### src/rtl/magnetron_potencia.sv
// Magnetron enable with PWM power levels, door-open pause and stop/clear handling.
// Optional ramp-up of the effective power level is enabled with `define SOFT_START_EN.
module magnetron_potencia #(
    parameter int NIVEIS      = 10,
    parameter int SLOT_CICLOS = 4,
    parameter int NW          = 4
) (
    input  logic          clk,
    input  logic          resetn,
    input  logic          comecan,
    input  logic          paren,
    input  logic          limpan,
    input  logic          portafechada,
    input  logic          tdone,
    input  logic [NW-1:0] nivel,
    output logic          m_on,
    output logic          ativo,
    output logic          pausado
);

    localparam int P  = NIVEIS * SLOT_CICLOS;
    localparam int CW = $clog2(P);
    localparam int PW = $clog2(P + 1);

    localparam logic [CW-1:0] CNT_MAX = CW'(P - 1);
    localparam logic [NW-1:0] NIV_MAX = NW'(NIVEIS);
    localparam logic [PW-1:0] SLOT    = PW'(SLOT_CICLOS);

    typedef enum logic [1:0] {
        OCIOSO    = 2'd0,
        AQUECENDO = 2'd1,
        PAUSADO   = 2'd2
    } estado_t;

    estado_t       estado_q, estado_d;
    logic [CW-1:0] cnt_q, cnt_d;
    logic [NW-1:0] nivel_lat_q, nivel_lat_d;
    logic [NW-1:0] nivel_eff_d;
    logic [NW-1:0] nivel_clamp;
    logic          comecan_q;
    logic          m_on_r_q, m_on_r_d;
    logic          ativo_q, pausado_q;
    logic          press, parar;

`ifdef SOFT_START_EN
    logic [NW-1:0] nivel_eff_q;
    logic          entra, wrap;
`endif

    always_comb begin
        nivel_clamp = (nivel > NIV_MAX) ? NIV_MAX : nivel;
        press       = comecan_q & ~comecan;
        parar       = ~paren | ~limpan | tdone;

        estado_d    = estado_q;
        cnt_d       = cnt_q;
        nivel_lat_d = nivel_lat_q;

        // Stop/clear/timer beats door and start press from every state.
        if (parar) begin
            estado_d = OCIOSO;
            cnt_d    = '0;
        end else begin
            unique case (estado_q)
                OCIOSO: begin
                    cnt_d = '0;
                    if (press && portafechada && (nivel != '0)) begin
                        estado_d    = AQUECENDO;
                        nivel_lat_d = nivel_clamp;
                    end
                end
                AQUECENDO: begin
                    if (!portafechada) begin
                        estado_d = PAUSADO;
                        cnt_d    = '0;
                    end else if (cnt_q == CNT_MAX) begin
                        cnt_d       = '0;
                        nivel_lat_d = nivel_clamp;
                    end else begin
                        cnt_d = cnt_q + CW'(1);
                    end
                end
                PAUSADO: begin
                    cnt_d = '0;
                    if (press && portafechada) begin
                        estado_d    = AQUECENDO;
                        nivel_lat_d = nivel_clamp;
                    end
                end
                default: begin
                    estado_d = OCIOSO;
                    cnt_d    = '0;
                end
            endcase
        end

`ifdef SOFT_START_EN
        entra = (estado_d == AQUECENDO) && (estado_q != AQUECENDO);
        wrap  = (estado_d == AQUECENDO) && (estado_q == AQUECENDO) && (cnt_q == CNT_MAX);
        // Ramp climbs one step per period wrap; a lowered level is followed at the wrap.
        if (estado_d != AQUECENDO) begin
            nivel_eff_d = '0;
        end else if (entra) begin
            nivel_eff_d = (nivel_lat_d != '0) ? NW'(1) : '0;
        end else if (wrap) begin
            nivel_eff_d = (nivel_eff_q < nivel_lat_d) ? (nivel_eff_q + NW'(1)) : nivel_lat_d;
        end else begin
            nivel_eff_d = nivel_eff_q;
        end
`else
        nivel_eff_d = nivel_lat_d;
`endif

        // Computed from next-state values so the registered PWM lines up with cnt_q.
        m_on_r_d = (estado_d == AQUECENDO) &&
                   (PW'(cnt_d) < (PW'(nivel_eff_d) * SLOT));
    end

    always_ff @(posedge clk) begin
        if (!resetn) begin
            estado_q    <= OCIOSO;
            cnt_q       <= '0;
            nivel_lat_q <= '0;
            comecan_q   <= 1'b1;
            m_on_r_q    <= 1'b0;
            ativo_q     <= 1'b0;
            pausado_q   <= 1'b0;
`ifdef SOFT_START_EN
            nivel_eff_q <= '0;
`endif
        end else begin
            estado_q    <= estado_d;
            cnt_q       <= cnt_d;
            nivel_lat_q <= nivel_lat_d;
            comecan_q   <= comecan;
            m_on_r_q    <= m_on_r_d;
            ativo_q     <= (estado_d == AQUECENDO);
            pausado_q   <= (estado_d == PAUSADO);
`ifdef SOFT_START_EN
            nivel_eff_q <= nivel_eff_d;
`endif
        end
    end

    // Door gating stays combinational so the magnetron drops in the cycle the door opens.
    assign m_on    = m_on_r_q & portafechada & (estado_q == AQUECENDO);
    assign ativo   = ativo_q;
    assign pausado = pausado_q;

endmodule

### config.mk
export PLATFORM = sky130hd
export DESIGN_NAME = magnetron_potencia
export DESIGN_NICKNAME = d
export VERILOG_FILES = /design/src/rtl/magnetron_potencia.sv
export SDC_FILE = /design/constraint.sdc
export NUM_CORES = 1
export LEC_CHECK = 0
export BUFFER_PORTS_ARGS = -buffer_cell sky130_fd_sc_hd__buf_2
export CORE_ASPECT_RATIO = 1.2
export CORE_MARGIN = 3
export CORE_UTILIZATION = 45
export CTS_BUF_LIST = sky130_fd_sc_hd__clkbuf_16
export CTS_CLUSTER_DIAMETER = 200
export DETAILED_ROUTE_END_ITERATION = 10
export HOLD_SLACK_MARGIN = 0.15
export PLACE_DENSITY = 0.69
export REMOVE_ABC_BUFFERS = 1
export SYNTH_ARGS = -nofsm -noshare
export SYNTH_HDL_FRONTEND = slang
export SYNTH_SLANG_ARGS = --single-unit
### constraint.sdc
create_clock -name clk -period 2.1 [get_ports clk]
set_clock_uncertainty 0.15 [all_clocks]
set_input_delay 0.105 -clock clk [delete_from_list [all_inputs] [get_ports clk]]
set_output_delay 0.105 -clock clk [all_outputs]
set_load 0.01 [all_outputs]
==> results.cfg <==
[outcome]
outcome = finished, violations left
violations = setup timing

[global_route]
grt.total_usage_pct = 18.6
grt_pass1_wl_um = 3090
antenna_found_initial = 0
first_global_vias = 709
pin_count_of_the_biggest_net_entering_global_routing = 15
grt_overflow = 0

[placement]
preCtsSetupSlack_ns = -0.121
detailedPlacementHpwl_um = 1290
gp_congestion = 0.780
place.detailed.instances = 122
port_buffers = 13

[synth]
post_synth_and_or_nand_nor_area_fraction_pct = 29.5
yosysTopAreaCellShare_pct = 41.6
seq_area_frac_synth_pct = 41.6
synth_cell_type_count = 30
synth.cell_area_um2 = 771
synth.ff_latch_count = 16
yosys_warnings = 0
post_synthesis_area_per_instance_um2 = 9.18
muxShareOfSynthArea_pct = 0
syn_inst = 84
leading_area_contributor_after_synthesis = dfxtp_1
post_synthesis_compound_gate_area_fraction_pct = 15.3
synth_xor_xnor_area_share_pct = 5.68
cells_taking_the_most_area_after_synthesis = dfxtp_1, ha_1, nor2b_1, nor2_1, and2_1
largest_family_of_logic_cells_by_synthesized_area = simple AND/OR/NAND/NOR gates
synth_fa_ha_area_share_pct = 6.49

[clock_tree]
cts_inserted_buffers = 3
ctsRootBufferMaster = clkbuf_16
clock_sinks = 16
worstSkewPairLatency_ns = 0.25
cts.clk_slew.worst_paths_ns = 0.05
cts-htree-levels = 1
cts-root-to-sink-buffers = 2
cts_tree = built

[routing]
drt_wl_total_um = 1860
drt-vias-per-instance = 5.36
postRouteAntennaNets = 0
dr_total_vias = 739
post-route-drc-count = 0
detail_route.iter0.violations = 12
wire_per_inst_um = 13.5
detail_route.first_pass.iterations = 2

[worst_setup_path]
critPathKind = reg -> reg
worstPathMaxFanout = 6
setup.worst_path.start_class = flop
critical_path_required_ns = 2.13
critPathCaptureType = flop
worstRegToRegCells = 8
cp_data_arrival_time_ns = 2.19

[sta]
report.final.slew_viol_count = 0
period_needed_ns = 2.16
worst-slew-pin-transition_ns = 0.251
highest_clock_rate_mhz = 463
finalHoldViolations = 0
finalCritPeriodShare_pct = 103
unrepaired_setup_endpoints_after_global_routing = true
timing.final.setup_violations = 1
setup_total_negative_slack_ns = -0.0588
final.setup.worst_slack_ns = -0.0588
relSlewSlack_pct = 83.2

[final_layout]
finalNonFillerCells = 138
ratio_of_cells_with_drive_above_1_in_the_final_layout_pct = 34.7
insertedDiodeCount = 0
nNetsFinal = 138
final_core_utilization_pct = 76.2
area_growth_pct = 50.3

[floorplan]
core-area_mm2 = 0.00152
io_pins = 14
floorplan.die.height_um = 51.3
rows = 15
die_x_um = 43.8
initial_utilization_pct = 50.7
floorplan.die_area_mm2 = 0.00225

[job]
cap_violations = 0

[power_and_ir_drop]
power-per-cell-area_mw_per_mm2 = 624
power.total_w = 0.000723
maximum_vdd_ir_drop_mv = 0.478
power.leakage_nw = 0.490

[min_path]
timing.hold.worst.class = in -> reg
hold_path_depth = 4
## cell usage after synthesis
cell	n
ha_1	4
xor2_1	2
a32oi_1	2
nand2b_1	3
inv_1	2
and3b_1	1
a22oi_1	2
and2_1	5
a21oi_1	1
nand4_1	2
xnor2_1	3
a211o_2	1
and4bb_2	1
a31oi_1	1
or4_4	1
a21o_1	1
o22ai_1	1
nand3_1	1
a21oi_2	2
o21ai_0	1
nor2_1	9
dfxtp_1	16
nor2b_1	6
a211o_1	1
and3_1	3
a31o_2	1
o21ai_1	2
nor3b_1	2
nand2_1	6
clkbuf_1	1
## cell families (layout without fill, tap and decap cells)
logic type | count (synthesis) | after routing
DFF | 16 | 16
buffers and inverters | 3 | 40
xor gates and xnor gates | 5 | 5
adders and majority gates | 4 | 4
and+or+nand+nor | 40 | 40
AOI/OAI and AO/OA | 16 | 16
## path summary, 6_finish.rpt
kind                                                 from                   endpoint  slack (ns)
worst min-delay path                             nivel[2]  nivel_lat_q[1]$_SDFF_PN0_        0.15
worst min register to register  nivel_lat_q[0]$_SDFF_PN0_  nivel_lat_q[0]$_SDFF_PN0_        0.35
worst max-delay path               estado_q[0]$_SDFF_PN0_        m_on_r_q$_SDFF_PN0_       -0.06
worst max register to register     estado_q[0]$_SDFF_PN0_        m_on_r_q$_SDFF_PN0_       -0.06
## layout by cell type (no fill, tap or decap), types with 2 or more instances in the layout
| master | Yosys | layout |
|---|---|---|
| xnor2_1 | 3 | 3 |
| dfxtp_1 | 16 | 13 |
| o21ai_1 | 2 | 2 |
| inv_1 | 2 | 2 |
| dlygate4sd3_1 | 0 | 11 |
| and2_1 | 5 | 4 |
| xor2_1 | 2 | 2 |
| clkbuf_16 | 0 | 3 |
| dfxtp_2 | 0 | 3 |
| nand4_1 | 2 | 2 |
| a32oi_1 | 2 | 2 |
| and3_1 | 3 | 3 |
| nor2_1 | 9 | 9 |
| buf_4 | 0 | 11 |
| buf_2 | 0 | 13 |
| nand2b_1 | 3 | 3 |
| nand2_1 | 6 | 6 |
| a22oi_2 | 0 | 2 |
| a21oi_2 | 2 | 3 |
| ha_1 | 4 | 3 |
| nor2b_1 | 6 | 6 |
## critical path, stage by stage, from the launching register on
cell and delay [ns]:
dfxtp_2 0.34, and4bb_2 0.33, a21oi_2 0.06, a211o_2 0.37, a22oi_2 0.23, ha_1 0.29, a21oi_2 0.13, nand2_1 0.07
a31oi_1 0.13
## state kept, by name (all words and copies together), names as in the netlist
register and count:
ativo 1, cnt_q 6, comecan_q 1, estado_q 2, m_on_r_q 1, nivel_lat_q 4
pausado 1
## routing by layer
layer	track usage [%]	routed length [µm]	vias up
met5	0	0	-
met4	9.05	38	0
met3	3.17	57	5
met2	31.3	946	16
met1	22.2	818	346
li1	-	-	372
## cell type report
cell class                      instances  area (µm²)
Clock buffer                            3        75.1
Fill cell                             121         362
Inverter                                2        7.51
Multi-Input combinational cell         65         473
Sequential cell                        16         324
Tap cell                               17        21.3
Timing Repair Buffer                   35         258
## metrics by stage
step	area [µm²]	hold slack (ns)
6_report	1160	0.149
4_1_cts	1150	0.151
2_1_floorplan	767	0.0280
5_1_grt	1160	0.186
3_5_place_dp	921	0.177
3_3_place_gp	921	0.170
## report_power, final
part,leakage (nW),internal [W],switching [W]
combinational,0.322,0.0000294,0.0000216
sequential,0.131,0.000306,0.000000952
clock,0.0370,0.000250,0.000114
## timing repair
action | CTS | global route
gates cloned | 0 | 0
buffers inserted | 2 | 0
resized for setup | 8 | 2
setup endpoints to repair | 1 | 2
hold endpoints to repair | 15 | 0
pin swaps | 6 | 4
hold buffers | 11 | 0
Power figures use the tool's default switching activity.
